File: src/rtl/irq_responder.sv
// Interrupt responder: synchronizes and glitch-filters an external interrupt line,
// latches rising edges as a pending request and tracks the handler lifetime.
module irq_responder #(
   parameter int unsigned FILTER_CYCLES = 4,
   parameter int unsigned CNT_W         = 16
) (
   input  logic             i_clk,
   input  logic             i_reset,
   input  logic             i_irq_in,
   input  logic             i_ie,
   input  logic             i_irq_ack,
   input  logic             i_eret,
   output logic             o_irq_req,
   output logic             o_in_service,
   output logic             o_pending,
   output logic [CNT_W-1:0] o_irq_count,
   output logic [7:0]       o_lost_count
);

   localparam int unsigned FW = $clog2(FILTER_CYCLES + 1);
   localparam logic [FW-1:0] FILT_LAST = FW'(FILTER_CYCLES - 1);

   typedef enum logic [1:0] {StIdle, StReq, StService} state_e;

   logic             r_s1;
   logic             r_s2;
   logic             r_filt;
   logic [FW-1:0]    r_fcnt;
   logic             r_deferred;
   logic [CNT_W-1:0] r_irq_count;
   logic [7:0]       r_lost_count;
   state_e           r_state;

   logic   w_filt_hit;
   logic   w_rise;
   state_e w_state_next;
   logic   w_deferred_next;
   logic   w_accept;
   logic   w_lost_inc;

   // Count reaching FILTER_CYCLES on this edge commits the new level.
   assign w_filt_hit = (r_s2 != r_filt) && (r_fcnt == FILT_LAST);
   assign w_rise     = w_filt_hit && r_s2;

   always_ff @(posedge i_clk) begin
      if (i_reset) begin
         r_s1   <= 1'b0;
         r_s2   <= 1'b0;
         r_filt <= 1'b0;
         r_fcnt <= '0;
      end else begin
         r_s1 <= i_irq_in;
         r_s2 <= r_s1;
         if (r_s2 != r_filt) begin
            if (w_filt_hit) begin
               r_filt <= r_s2;
               r_fcnt <= '0;
            end else begin
               r_fcnt <= r_fcnt + FW'(1);
            end
         end else begin
            r_fcnt <= '0;
         end
      end
   end

   always_ff @(posedge i_clk) begin
      if (i_reset) begin
         r_state    <= StIdle;
         r_deferred <= 1'b0;
      end else begin
         r_state    <= w_state_next;
         r_deferred <= w_deferred_next;
      end
   end

   always_comb begin
      w_state_next    = r_state;
      w_deferred_next = r_deferred;
      w_accept        = 1'b0;
      w_lost_inc      = 1'b0;
      case (r_state)
         StIdle: begin
            if (w_rise) w_state_next = StReq;
         end
         StReq: begin
            if (i_irq_ack && i_ie) begin
               w_state_next    = StService;
               w_accept        = 1'b1;
               w_deferred_next = w_rise;
            end else if (w_rise) begin
               w_lost_inc = 1'b1;
            end
         end
         StService: begin
            if (w_rise) begin
               if (r_deferred) w_lost_inc = 1'b1;
               else            w_deferred_next = 1'b1;
            end
            if (i_eret) begin
               w_state_next    = (r_deferred || w_rise) ? StReq : StIdle;
               w_deferred_next = 1'b0;
            end
         end
         default: begin
            w_state_next    = StIdle;
            w_deferred_next = 1'b0;
         end
      endcase
   end

   always_ff @(posedge i_clk) begin
      if (i_reset) begin
         r_irq_count  <= '0;
         r_lost_count <= '0;
      end else begin
         if (w_accept) r_irq_count <= r_irq_count + CNT_W'(1);
         if (w_lost_inc && (r_lost_count != 8'hFF)) r_lost_count <= r_lost_count + 8'd1;
      end
   end

   always_comb begin
      o_pending    = (r_state == StReq);
      o_in_service = (r_state == StService);
      o_irq_req    = o_pending && i_ie;
      o_irq_count  = r_irq_count;
      o_lost_count = r_lost_count;
   end

endmodule

File: config.mk
export PLATFORM = sky130hd
export DESIGN_NAME = irq_responder
export DESIGN_NICKNAME = d
export VERILOG_FILES = /design/src/rtl/irq_responder.sv
export SDC_FILE = /design/constraint.sdc
export NUM_CORES = 1
export LEC_CHECK = 0
export ABC_AREA = 1
export BUFFER_PORTS_ARGS = -buffer_cell sky130_fd_sc_hd__clkbuf_2
export CAP_MARGIN = 25
export CORE_MARGIN = 2
export CORE_UTILIZATION = 31
export DETAILED_ROUTE_END_ITERATION = 10
export HOLD_SLACK_MARGIN = 0.08
export PLACE_DENSITY = 0.59
export SKIP_CTS_REPAIR_TIMING = 1
export SLEW_MARGIN = 20
export SYNTH_ARGS = -nofsm -noshare
export SYNTH_HDL_FRONTEND = slang
export SYNTH_SLANG_ARGS = --single-unit
File: constraint.sdc
create_clock -name i_clk -period 1.9 [get_ports i_clk]
set_input_delay 0.38 -clock i_clk [delete_from_list [all_inputs] [get_ports i_clk]]
set_output_delay 0.38 -clock i_clk [all_outputs]
set_load 0.1 [all_outputs]
[After elaboration in Yosys (flattened, before gate mapping)]
Index checks and enable logic that the tools add are counted.
Word-level totals
  flip-flop bits (word level): 33
  memories: 0
  RAM bits: 0
  memory bits (read-only): 0
  bits in latches: 0
  output and inout bits: 27
Operators by class
  shift operators: 0
  div/mod/pow operators: 0
  equal/unequal tests: 9
  bitwise logic cells: 2
  $lt $le $gt $ge: 0
  multipliers: 0
  reductions and logical operators: 11
  add/sub/neg operators: 3
  mux-type cells: 16
Operators by type and width (number)
  16-bit by 1-bit adder with 16-bit output, second input constant: 1
  1-bit 2-to-1 mux: 10
  8-bit by 1-bit adder with 8-bit output, second input constant: 1
  8-bit != test, second input constant: 1
  2-bit 2-to-1 mux: 3
  2-bit one-hot mux with 3 select lines: 1
  3-bit AND reduction: 2
  1-bit logical AND: 5
  2-bit != test, second input constant: 2
  3-bit by 1-bit adder with 3-bit output, second input constant: 1
  3-bit by 2-bit == test with 1-bit output, second input constant: 1
  3-bit by 2-bit != test with 1-bit output, second input constant: 1
  1-bit one-hot mux with 3 select lines: 1
  3-bit OR reduction: 1
  2-bit by 1-bit == test with 1-bit output, second input constant: 1
  2-bit == test, second input constant: 1
  2-bit logical NOT: 1
  2-bit by 1-bit != test with 1-bit output, second input constant: 1
  1-bit NOT: 2
  1-bit one-hot mux with 2 select lines: 1
  2-bit AND reduction: 1
  1-bit logical OR: 1
  1-bit != test: 1

[Logic depth before layout (Yosys ltp)]
Gate-level depths: netlist of run 1.
  depth after elaboration: 7
  depth in mapped cells: 10

[Worst setup path after synthesis of run 1]
Ideal clock, no wire load.
  path type: reg2out
  from: register r_state[1]
  to: output o_irq_req
  data required time: 1520 ps
  arrival: 2022 ps
  slack: -502 ps
  cell stages (with the launch flop): 5
  path through: dfxtp_1 inv_1 ha_1 nand2_1 inv_1
On the way
  word-level cells in the longest chain between the ends: 2
Ends and longest elaborated chain
  from (decl): RTL line 32  | state_e r_state;
  from (signal assigned): RTL line 69  | r_state <= StIdle;
  from (signal assigned): RTL line 72  | r_state <= w_state_next;
  2-bit by 1-bit == test with 1-bit output: RTL line 123  | o_pending = (r_state == StReq);
  via o_pending: RTL line 15  | output logic o_pending,
  1-bit logical AND: RTL line 125  | o_irq_req = o_pending && i_ie;
  to (decl): RTL line 13  | output logic o_irq_req,
The timed path passes the listed nets, and every way through them passes these cells.

[Worst setup path after layout of run 1]
  from: register r_state[0]
  to: output o_in_service
On the way
  word-level cells in the longest chain between the ends: 1
Ends and longest elaborated chain
  2-bit == test: RTL line 124  | o_in_service = (r_state == StService);
  to (decl): RTL line 14  | output logic o_in_service,
Every way passes these cells.

==> impl_metrics.tcl, run 1 <==
set metrics [dict create \
    drt_iter0_drc 78 \
    synthMuxAreaShare 0 \
    cts_root_buf "clkbuf_8" \
    antenna_found_initial 0 \
    setup_viol 0 \
    synth_top_family_by_area "simple AND/OR/NAND/NOR gates" \
    drc 0 \
    hold_viol 0 \
    vias 1558 \
    dpl_cell_area_um2 1987 \
    worstMarginPinSlew_ns 0.5449 \
    maxCapViolCount 0 \
    critPathLaunchType "flop" \
    drt_pass1_iterations 4 \
    die_area_um2 6111 \
    power_per_cell_area_nw_per_um2 857.5 \
    slew-limit-headroom 0.6383 \
    ff2ff_path_depth 9 \
    fmax_mhz 561.9 \
    initial_core_util 0.3155 \
    clk_pin_slew_ns 0.06 \
    seq_area_frac_synth 0.3874 \
    synth_xor_area_frac 0.01541 \
    setup.worst_path.end_class "output port" \
    final_cell_mix "nand2_1 (50), inv_1 (34), nor2_1 (34), clkbuf_2 (30), dfxtp_1 (24)" \
    synth.area.top_cells "dfxtp_1 (39%), nand2_1 (11%), inv_1 (7.7%), nor2_1 (7.5%), a21oi_1 (6.2%)" \
    cts_tree "built" \
    grt_remaining_overflow 0 \
    grt_setup_unrepaired "no" \
    clk_latency_ns 0.28 \
    grt_max_degree 18 \
    pin_count 33 \
    min_delay_worst_endpoint "r_s1$_SDFF_PP0_" \
    maxSlewViolCount 0 \
    hp-start "i_irq_in" \
    avgSynthCellArea_um2 7.196 \
    status "complete, no violations" \
    routed_wl_um 3605 \
    place_inst 339 \
    skew_ns 0.004974 \
    cts_buffers 5 \
    worstPathRequired_ns 1.52 \
    yosys_warnings 0 \
    hp-class "in2reg" \
    synth_compound_area_frac 0.1020 \
    fin_nets 288 \
    die_x_um 78.17 \
    fill_cells 585 \
    finalInstanceArea_um2 2069 \
    grt_pass1_wl_um 6161 \
    dieHeight_um 78.17 \
    yosysTopAreaCellShare 0.3874 \
    rows 27 \
    r2r-start "r_fcnt[0]$_SDFF_PP0_" \
    cts_sinks 33 \
    ys_ff_latch 33 \
    io_buffers 32 \
    core-area_um2 5405 \
    area_delta_synth_final_pct 21.35 \
    syn_nets 251 \
    syn_area_um2 1705 \
    critPathArrivalTime_ns 1.40 \
    drt-wirelength-per-cell_um 10.39 \
    ant_nets 0 \
    peakVddDrop_uv 427.3 \
    stdcell_count 347 \
    grt_pass1_vias 1403 \
    place_ws_ns 0.3079 \
    gp_congestion 0.7604 \
    cts_buffer_depth 2 \
    period_needed_ns 1.780 \
    critPathMaxFanout 4 \
    hpwl_um 2652 \
    final_common_cell "nand2_1" \
    cts_max_level 2 \
    synth_fa_ha_area_frac 0.05869 \
    worst-setup-path-type "reg2out" \
    via_per_inst 4.490 \
    r2r-end "o_lost_count[3]$_SDFFE_PP0P_" \
    grt_usage 0.1273 \
    drive_gt1_frac 0.2509 \
    synth_cell_types 28 \
    synthSimpleGateAreaFrac 0.3456 \
    synth_top_cell_by_area "dfxtp_1" \
    r2r_slack_ns 0.31 \
    syn-instance-count 237 \
    period_share 0.9368 \
    p_leak_nw 0.9367 \
    antenna_cells 0 \
    min_path_cells 3 \
    worst_slack_ns 0.1202 \
]
[cells by family (layout without fill, tap and decap cells)]
| logic type | Yosys count | in the layout |
|---|---|---|
| and+or+nand+nor | 120 | 120 |
| buffers and inverters | 40 | 78 |
| xor gates and xnor gates | 3 | 3 |
| AOI/OAI and AO/OA | 33 | 33 |
| DFF | 33 | 33 |
| adders and majority gates | 8 | 8 |
[layer usage]
layer	wire length, um	share of wire	global-route usage
met1	1792	0.50	0.1622
met2	1623	0.45	0.2017
met3	120	0.033	0.02989
met5	0	0	0
met4	68	0.019	0.06316
[registers in the layout, summed over array words and instances (netlist names)]
register / cells
r_s1: 1
o_lost_count: 8
r_filt: 1
r_fcnt: 3
r_state: 2
o_irq_count: 16
r_s2: 1
r_deferred: 1
[per-stage QoR]
stage / hold slack [ns] / TNS, ns / power (W) / utilization
floorplan: 0.3883 / -0.008460 / 0.001176 / -
global placement: 0.4153 / 0 / 0.001279 / 0.3676
detailed placement: 0.4152 / 0 / 0.001277 / 0.3676
CTS: 0.2798 / 0 / 0.001798 / 0.3829
global route: 0.2987 / 0 / 0.001867 / 0.3829
finish: 0.2872 / 0 / 0.001775 / 0.3829
[layout make-up]
| class | count | area, um2 | share of cell area |
|---|---|---|---|
| Inverter | 37 | 145.1 | 0.07013 |
| Sequential cell | 33 | 671.9 | 0.3247 |
| Clock buffer | 6 | 72.57 | 0.03507 |
| Multi-Input combinational cell | 164 | 894.6 | 0.4323 |
| Tap cell | 72 | 90.09 | 0.04353 |
| Timing Repair Buffer | 33 | 185.2 | 0.08948 |
| Clock inverter | 2 | 10.01 | 0.004837 |
[where the power goes]
group / leakage (nW) / internal, W / switching, W
Sequential: 0.271 / 0.000717 / 0.0000214
Combinational: 0.621 / 0.000140 / 0.000385
Clock: 0.0450 / 0.000254 / 0.000257
Total: 0.937 / 0.00111 / 0.000663
[Yosys cell counts (all sizes together)]
library cell,count
nor3b,2
dfxtp,33
buf,3
a21oi,21
nor3,3
xnor2,1
nand3,15
o21a,2
inv,37
nand2,51
nor2,39
nand4,9
ha,8
xor2,2
or2,1
a31oi,1
o21ai,8
a211oi,1
[worst max-delay path by stage]
stage,start,to,slack [ns],cells past startpoint
after floorplan,r_state[1]$_SDFFE_PP0P_,o_irq_req,-0.008,4
after global placement,r_fcnt[0]$_SDFF_PP0_,o_lost_count[2]$_SDFFE_PP0P_,0.32,9
after detailed placement,r_fcnt[0]$_SDFF_PP0_,o_lost_count[3]$_SDFFE_PP0P_,0.31,9
after CTS,r_state[0]$_SDFFE_PP0P_,o_in_service,0.1,3
after global routing,r_state[0]$_SDFFE_PP0P_,o_in_service,0.04,3
final,r_state[0]$_SDFFE_PP0P_,o_in_service,0.12,3
[worst max-delay path: stages, from the launching register on]
cell,delay (ns)
dfxtp_1,0.33
inv_1,0.11
ha_2,0.22
clkbuf_2,0.46
No activity file was read; power rests on OpenSTA's default activity.
==> run 2, diff against run 1 <==
Settings changed: CELL_PAD_IN_SITES_DETAIL_PLACEMENT set to 0, CELL_PAD_IN_SITES_GLOBAL_PLACEMENT set to 1, PLACE_DENSITY 0.59 to 0.74.
==> impl_metrics.tcl, run 2 (synthesis gave the netlist of run 1 again) <==
set metrics [dict create \
    status "complete, no violations" \
    dpl_cell_area_um2 1987 \
    cp.buffers_inverters 2 \
    drc 0 \
    die_area_um2 6111 \
    regArea_um2 671.9 \
    hp-class "in2reg" \
    initial_core_util 0.3155 \
    grt_remaining_overflow 0 \
    hold_viol 0 \
    cts_buffers 5 \
    dieHeight_um 78.17 \
    via_per_inst 4.432 \
    hpwl_um 2787 \
    pin_count 33 \
    slew-limit-headroom 0.6349 \
    worstMarginPinSlew_ns 0.5500 \
    fmax_mhz 558.0 \
    cts_max_level 2 \
    gp_congestion 0.7645 \
    r2r-start "r_fcnt[0]$_SDFF_PP0_" \
    drt_iter0_drc 83 \
    critPathArrivalTime_ns 1.41 \
    ff2ff_path_depth 9 \
    ant_nets 0 \
    r2r-end "o_lost_count[2]$_SDFFE_PP0P_" \
    setup.worst_path.end_class "output port" \
    area_delta_synth_final_pct 21.35 \
    crit_path_start "r_state[0]$_SDFFE_PP0P_" \
    antenna_cells 0 \
    grt_setup_unrepaired "no" \
    grt_pass1_wl_um 6568 \
    power_per_cell_area_nw_per_um2 846.5 \
    drt-wirelength-per-cell_um 10.69 \
    critPathLaunchType "flop" \
    clk_latency_ns 0.28 \
    period_share 0.9431 \
    largest_reg_flops 16 \
    stdcell_count 347 \
    peakVddDrop_uv 400.9 \
    maxCapViolCount 0 \
    multi_input_area_um2 894.6 \
    drt_pass1_iterations 4 \
    critPathMaxFanout 4 \
    finalInstanceArea_um2 2069 \
    antenna_found_initial 0 \
    setup_viol 0 \
    maxSlewViolCount 0 \
    p_total_w 0.001752 \
    clk_pin_slew_ns 0.06 \
    cp.depth 3 \
    cts_tree "built" \
    period_needed_ns 1.792 \
    place_inst 339 \
    cts_sinks 33 \
    setup.worst_path.end "o_in_service" \
    utilization 0.3829 \
    cpLargestDelayFamily "buffers and inverters" \
    p_leak_nw 0.9367 \
    cp_cell_sequence "inv_1 -> ha_2 -> clkbuf_2" \
    final_cell_mix "nand2_1 (50), inv_1 (34), nor2_1 (34), clkbuf_2 (30), dfxtp_1 (24)" \
    grt_max_degree 18 \
    core-area_um2 5405 \
    worst-setup-path-type "reg2out" \
    rows 27 \
    cts_root_buf "clkbuf_8" \
    fin_nets 288 \
    vias 1538 \
    tns_ns 0 \
    final_common_cell "nand2_1" \
    r2r_slack_ns 0.29 \
    critPathMaxStageDelay_ns 0.47 \
    grt_pass1_vias 1445 \
    skew_ns 0.004719 \
    cp_slowest_cell "clkbuf_2" \
    die_x_um 78.17 \
    worstPathRequired_ns 1.52 \
    cts_buffer_depth 2 \
    grt_usage 0.1338 \
    routed_wl_um 3709 \
    fill_cells 594 \
    drive_gt1_frac 0.2509 \
    io_buffers 32 \
]
-- run 2: worst min-delay path by stage --
stage	from	endpoint	slack [ns]	cells past startpoint
floorplan	r_s1$_SDFF_PP0_	r_s2$_SDFF_PP0_	0.39	2
global placement	r_s1$_SDFF_PP0_	r_s2$_SDFF_PP0_	0.41	2
detailed placement	r_s1$_SDFF_PP0_	r_s2$_SDFF_PP0_	0.40	2
CTS	i_irq_in	r_s1$_SDFF_PP0_	0.28	3
global route	i_irq_in	r_s1$_SDFF_PP0_	0.31	3
finish	i_irq_in	r_s1$_SDFF_PP0_	0.29	3
-- run 2: power by group --
part	switching, W	internal (W)	total (W)	leakage [nW]
Combinational	0.000378	0.000138	0.000515	0.621
Sequential	0.0000190	0.000717	0.000736	0.271
Clock	0.000246	0.000254	0.000500	0.0450
-- run 2: final cells by class --
type | count | share of cell area
Timing Repair Buffer | 33 | 0.08948
Multi-Input combinational cell | 164 | 0.4323
Tap cell | 72 | 0.04353
Sequential cell | 33 | 0.3247
Clock inverter | 2 | 0.004837
Clock buffer | 6 | 0.03507
Inverter | 37 | 0.07013
-- run 2: stage by stage --
step	hold WS [ns]	setup slack (ns)
global placement	0.4071	0.3017
finish	0.2915	0.1080
floorplan	0.3883	-0.008460
CTS	0.2821	0.08956
global route	0.3080	0.04573
detailed placement	0.3966	0.2842
-- run 2: routing by layer --
metal	vias up	wire (um)	part of all wire	GRT usage
li1	832	-	-	-
met1	675	1833	0.49	0.1777
met2	27	1676	0.45	0.2078
met3	4	154	0.042	0.03103
met4	0	45	0.012	0.05789
met5	-	0	0	0
-- run 2: worst register-to-register path: stages, from the launching register on --
cell     delay [ns]
dfxtp_1        0.34
ha_1           0.15
ha_1           0.20
nand3_2        0.13
nor2_1         0.14
nand3_2        0.20
inv_4          0.16
nand3_1        0.08
nand2_1        0.07
nor2_1         0.04
==> run 3, diff against run 2 <==
Settings changed: ABC_AREA 1 to 0, CAP_MARGIN 25 to unset, PLACE_DENSITY 0.74 to unset, PLACE_DENSITY_LB_ADDON set to 0.1.
==> impl_metrics.tcl, run 3 <==
set metrics [dict create \
    ys.flop_type "dfxtp_1" \
    hp-class "in2reg" \
    skew_ns 0.007462 \
    ant_nets 0 \
    hpwl_um 2528 \
    critPathMaxFanout 7 \
    drt-wirelength-per-cell_um 11.52 \
    yosys_warnings 0 \
    critPathArrivalTime_ns 2.04 \
    gp_congestion 0.7554 \
    drc 0 \
    critPathLaunchType "flop" \
    cts_buffers 5 \
    die_area_um2 5847 \
    synth_top_cell_by_area "dfxtp_1" \
    worst-setup-path-type "reg2reg" \
    routed_wl_um 3399 \
    die_x_um 76.47 \
    vias 1441 \
    syn-instance-count 183 \
    cp_cell_sequence "inv_2 -> ha_4 -> nand4_4 -> or4_4 -> or3_4 -> a21oi_2" \
    drive_gt1_frac 0.3956 \
    initial_core_util 0.3208 \
    fin_nets 238 \
    p_leak_nw 0.8223 \
    power_per_cell_area_nw_per_um2 789.3 \
    cts_sinks 33 \
    maxCapViolCount 0 \
    cpLargestDelayFamily "simple AND/OR/NAND/NOR gates" \
    worstPathRequired_ns 2.12 \
    cts_root_buf "clkbuf_8" \
    yosysTopAreaCellShare 0.4058 \
    via_per_inst 4.885 \
    synth.area.top_cells "dfxtp_1 (41%), ha_1 (6.1%), nor2_1 (5.3%), nand3_1 (3.7%), a21oi_1 (3.1%)" \
    peakVddDrop_uv 416.9 \
    area_delta_synth_final_pct 29.21 \
    grt_use_met3 0.05213 \
    final_common_cell "clkbuf_2" \
    cts_buffer_depth 2 \
    maxSlewViolCount 0 \
    grt_remaining_overflow 0 \
    worstMarginPinSlew_ns 0.5514 \
    drt_pass1_iterations 4 \
    synth_cell_types 43 \
    cts_max_level 2 \
    synth.most_common_cell "dfxtp_1" \
    status "complete, no violations" \
    period_share 0.9583 \
    grt_setup_unrepaired "no" \
    async_flop_share 0 \
    grt.met2_usage 0.1814 \
    grt_pass1_wl_um 5761 \
    antenna_found_initial 0 \
    seq_area_frac_synth 0.4058 \
    synth-edff-count 0 \
    cp.buffers_inverters 1 \
    cts_tree "built" \
    pin_count 33 \
    grt_usage 0.1215 \
    grt_util_met1 0.1544 \
    clk_pin_slew_ns 0.07 \
    finalInstanceArea_um2 2103 \
    grt_pass1_vias 1279 \
    antenna_cells 0 \
    grt-busiest-layer "met2" \
    rows 26 \
    critPathMaxStageDelay_ns 0.57 \
    utilization 0.4144 \
    ys_top_cells_by_count "dfxtp_1 (33), nor2_1 (23), nand3_1 (12)" \
    syn_area_um2 1628 \
    drt_iter0_drc 47 \
    dieHeight_um 76.47 \
    clk_latency_ns 0.29 \
    cp_slowest_cell "or4_4" \
    grt_max_degree 26 \
    io_buffers 32 \
    setup_viol 0 \
    setup.worst_path.end_class "flop" \
    largest_reg_flops 16 \
    syn_nets 197 \
    ys_ff_latch 33 \
    core-area_um2 5075 \
    slew-limit-headroom 0.6310 \
    final_cell_mix "clkbuf_2 (30), nor2_1 (23), dfxtp_2 (17), dfxtp_1 (13), nand3_1 (12)" \
    hold_viol 0 \
    dpl_cell_area_um2 1977 \
    period_needed_ns 1.821 \
    fmax_mhz 549.2 \
    avgSynthCellArea_um2 8.895 \
]
[run 3: changes by cell type after synthesis, sizes merged, moves of 6 or more]
cell   previous run  this run
a21oi            21        10
inv              37        11
nand2            51         8
nand4             9         3
nor2             39        23
or3               0         7
[run 3: metrics by stage]
step	worst slack, ns	hold WS [ns]	cells	setup TNS, ns	total power (W)
final	0.07924	0.3155	295	0	0.001660
after CTS	0.005521	0.3158	295	0	0.001681
after floorplan	-0.1109	0.3990	183	-0.4333	0.0009745
after global routing	0.007532	0.3116	295	0	0.001747
after detailed placement	0.02307	0.4137	287	0	0.001031
after global placement	0.08024	0.4066	287	0	0.001028
[run 3: kinds of logic (layout without fill, tap and decap cells)]
family,count (synthesis),in the layout,synth area share
xor+xnor,9,9,0.04842
mux,6,6,0.03997
fa+ha+maj,8,8,0.06149
buf+inv,16,58,0.04458
flops,33,33,0.4058
compound gates,31,31,0.1238
simple gates,80,80,0.2759
[run 3: final timing paths]
path / to / cells past startpoint / slack [ns] / from
max: o_irq_count[12]$_SDFFE_PP0P_ / 6 / 0.08 / r_state[1]$_SDFFE_PP0P_
min: r_s1$_SDFF_PP0_ / 2 / 0.32 / i_irq_in
max reg2reg: o_irq_count[12]$_SDFFE_PP0P_ / 6 / 0.08 / r_state[1]$_SDFFE_PP0P_
min reg2reg: r_fcnt[0]$_SDFF_PP0_ / 1 / 0.42 / r_fcnt[0]$_SDFF_PP0_
[run 3: metal layers]
layer	wire length [um]	vias up
met5	0	-
met4	42	0
met3	218	5
met2	1505	35
met1	1632	670
li1	-	731
[run 3: layout make-up]
cell class | instances | area, um2
inverters | 11 | 41.29
well taps | 70 | 87.58
multi-input cells | 134 | 939.7
repair buffers | 39 | 230.2
clock buffers | 8 | 111.4
fillers | 534 | 2972
flip-flops and latches | 33 | 693.2
[run 3: report_power, final]
part,total (W),internal [W],switching [W]
Sequential,0.000726,0.000711,0.0000150
Combinational,0.000291,0.0000949,0.000196
Clock,0.000643,0.000375,0.000268
Total,0.00166,0.00118,0.000480
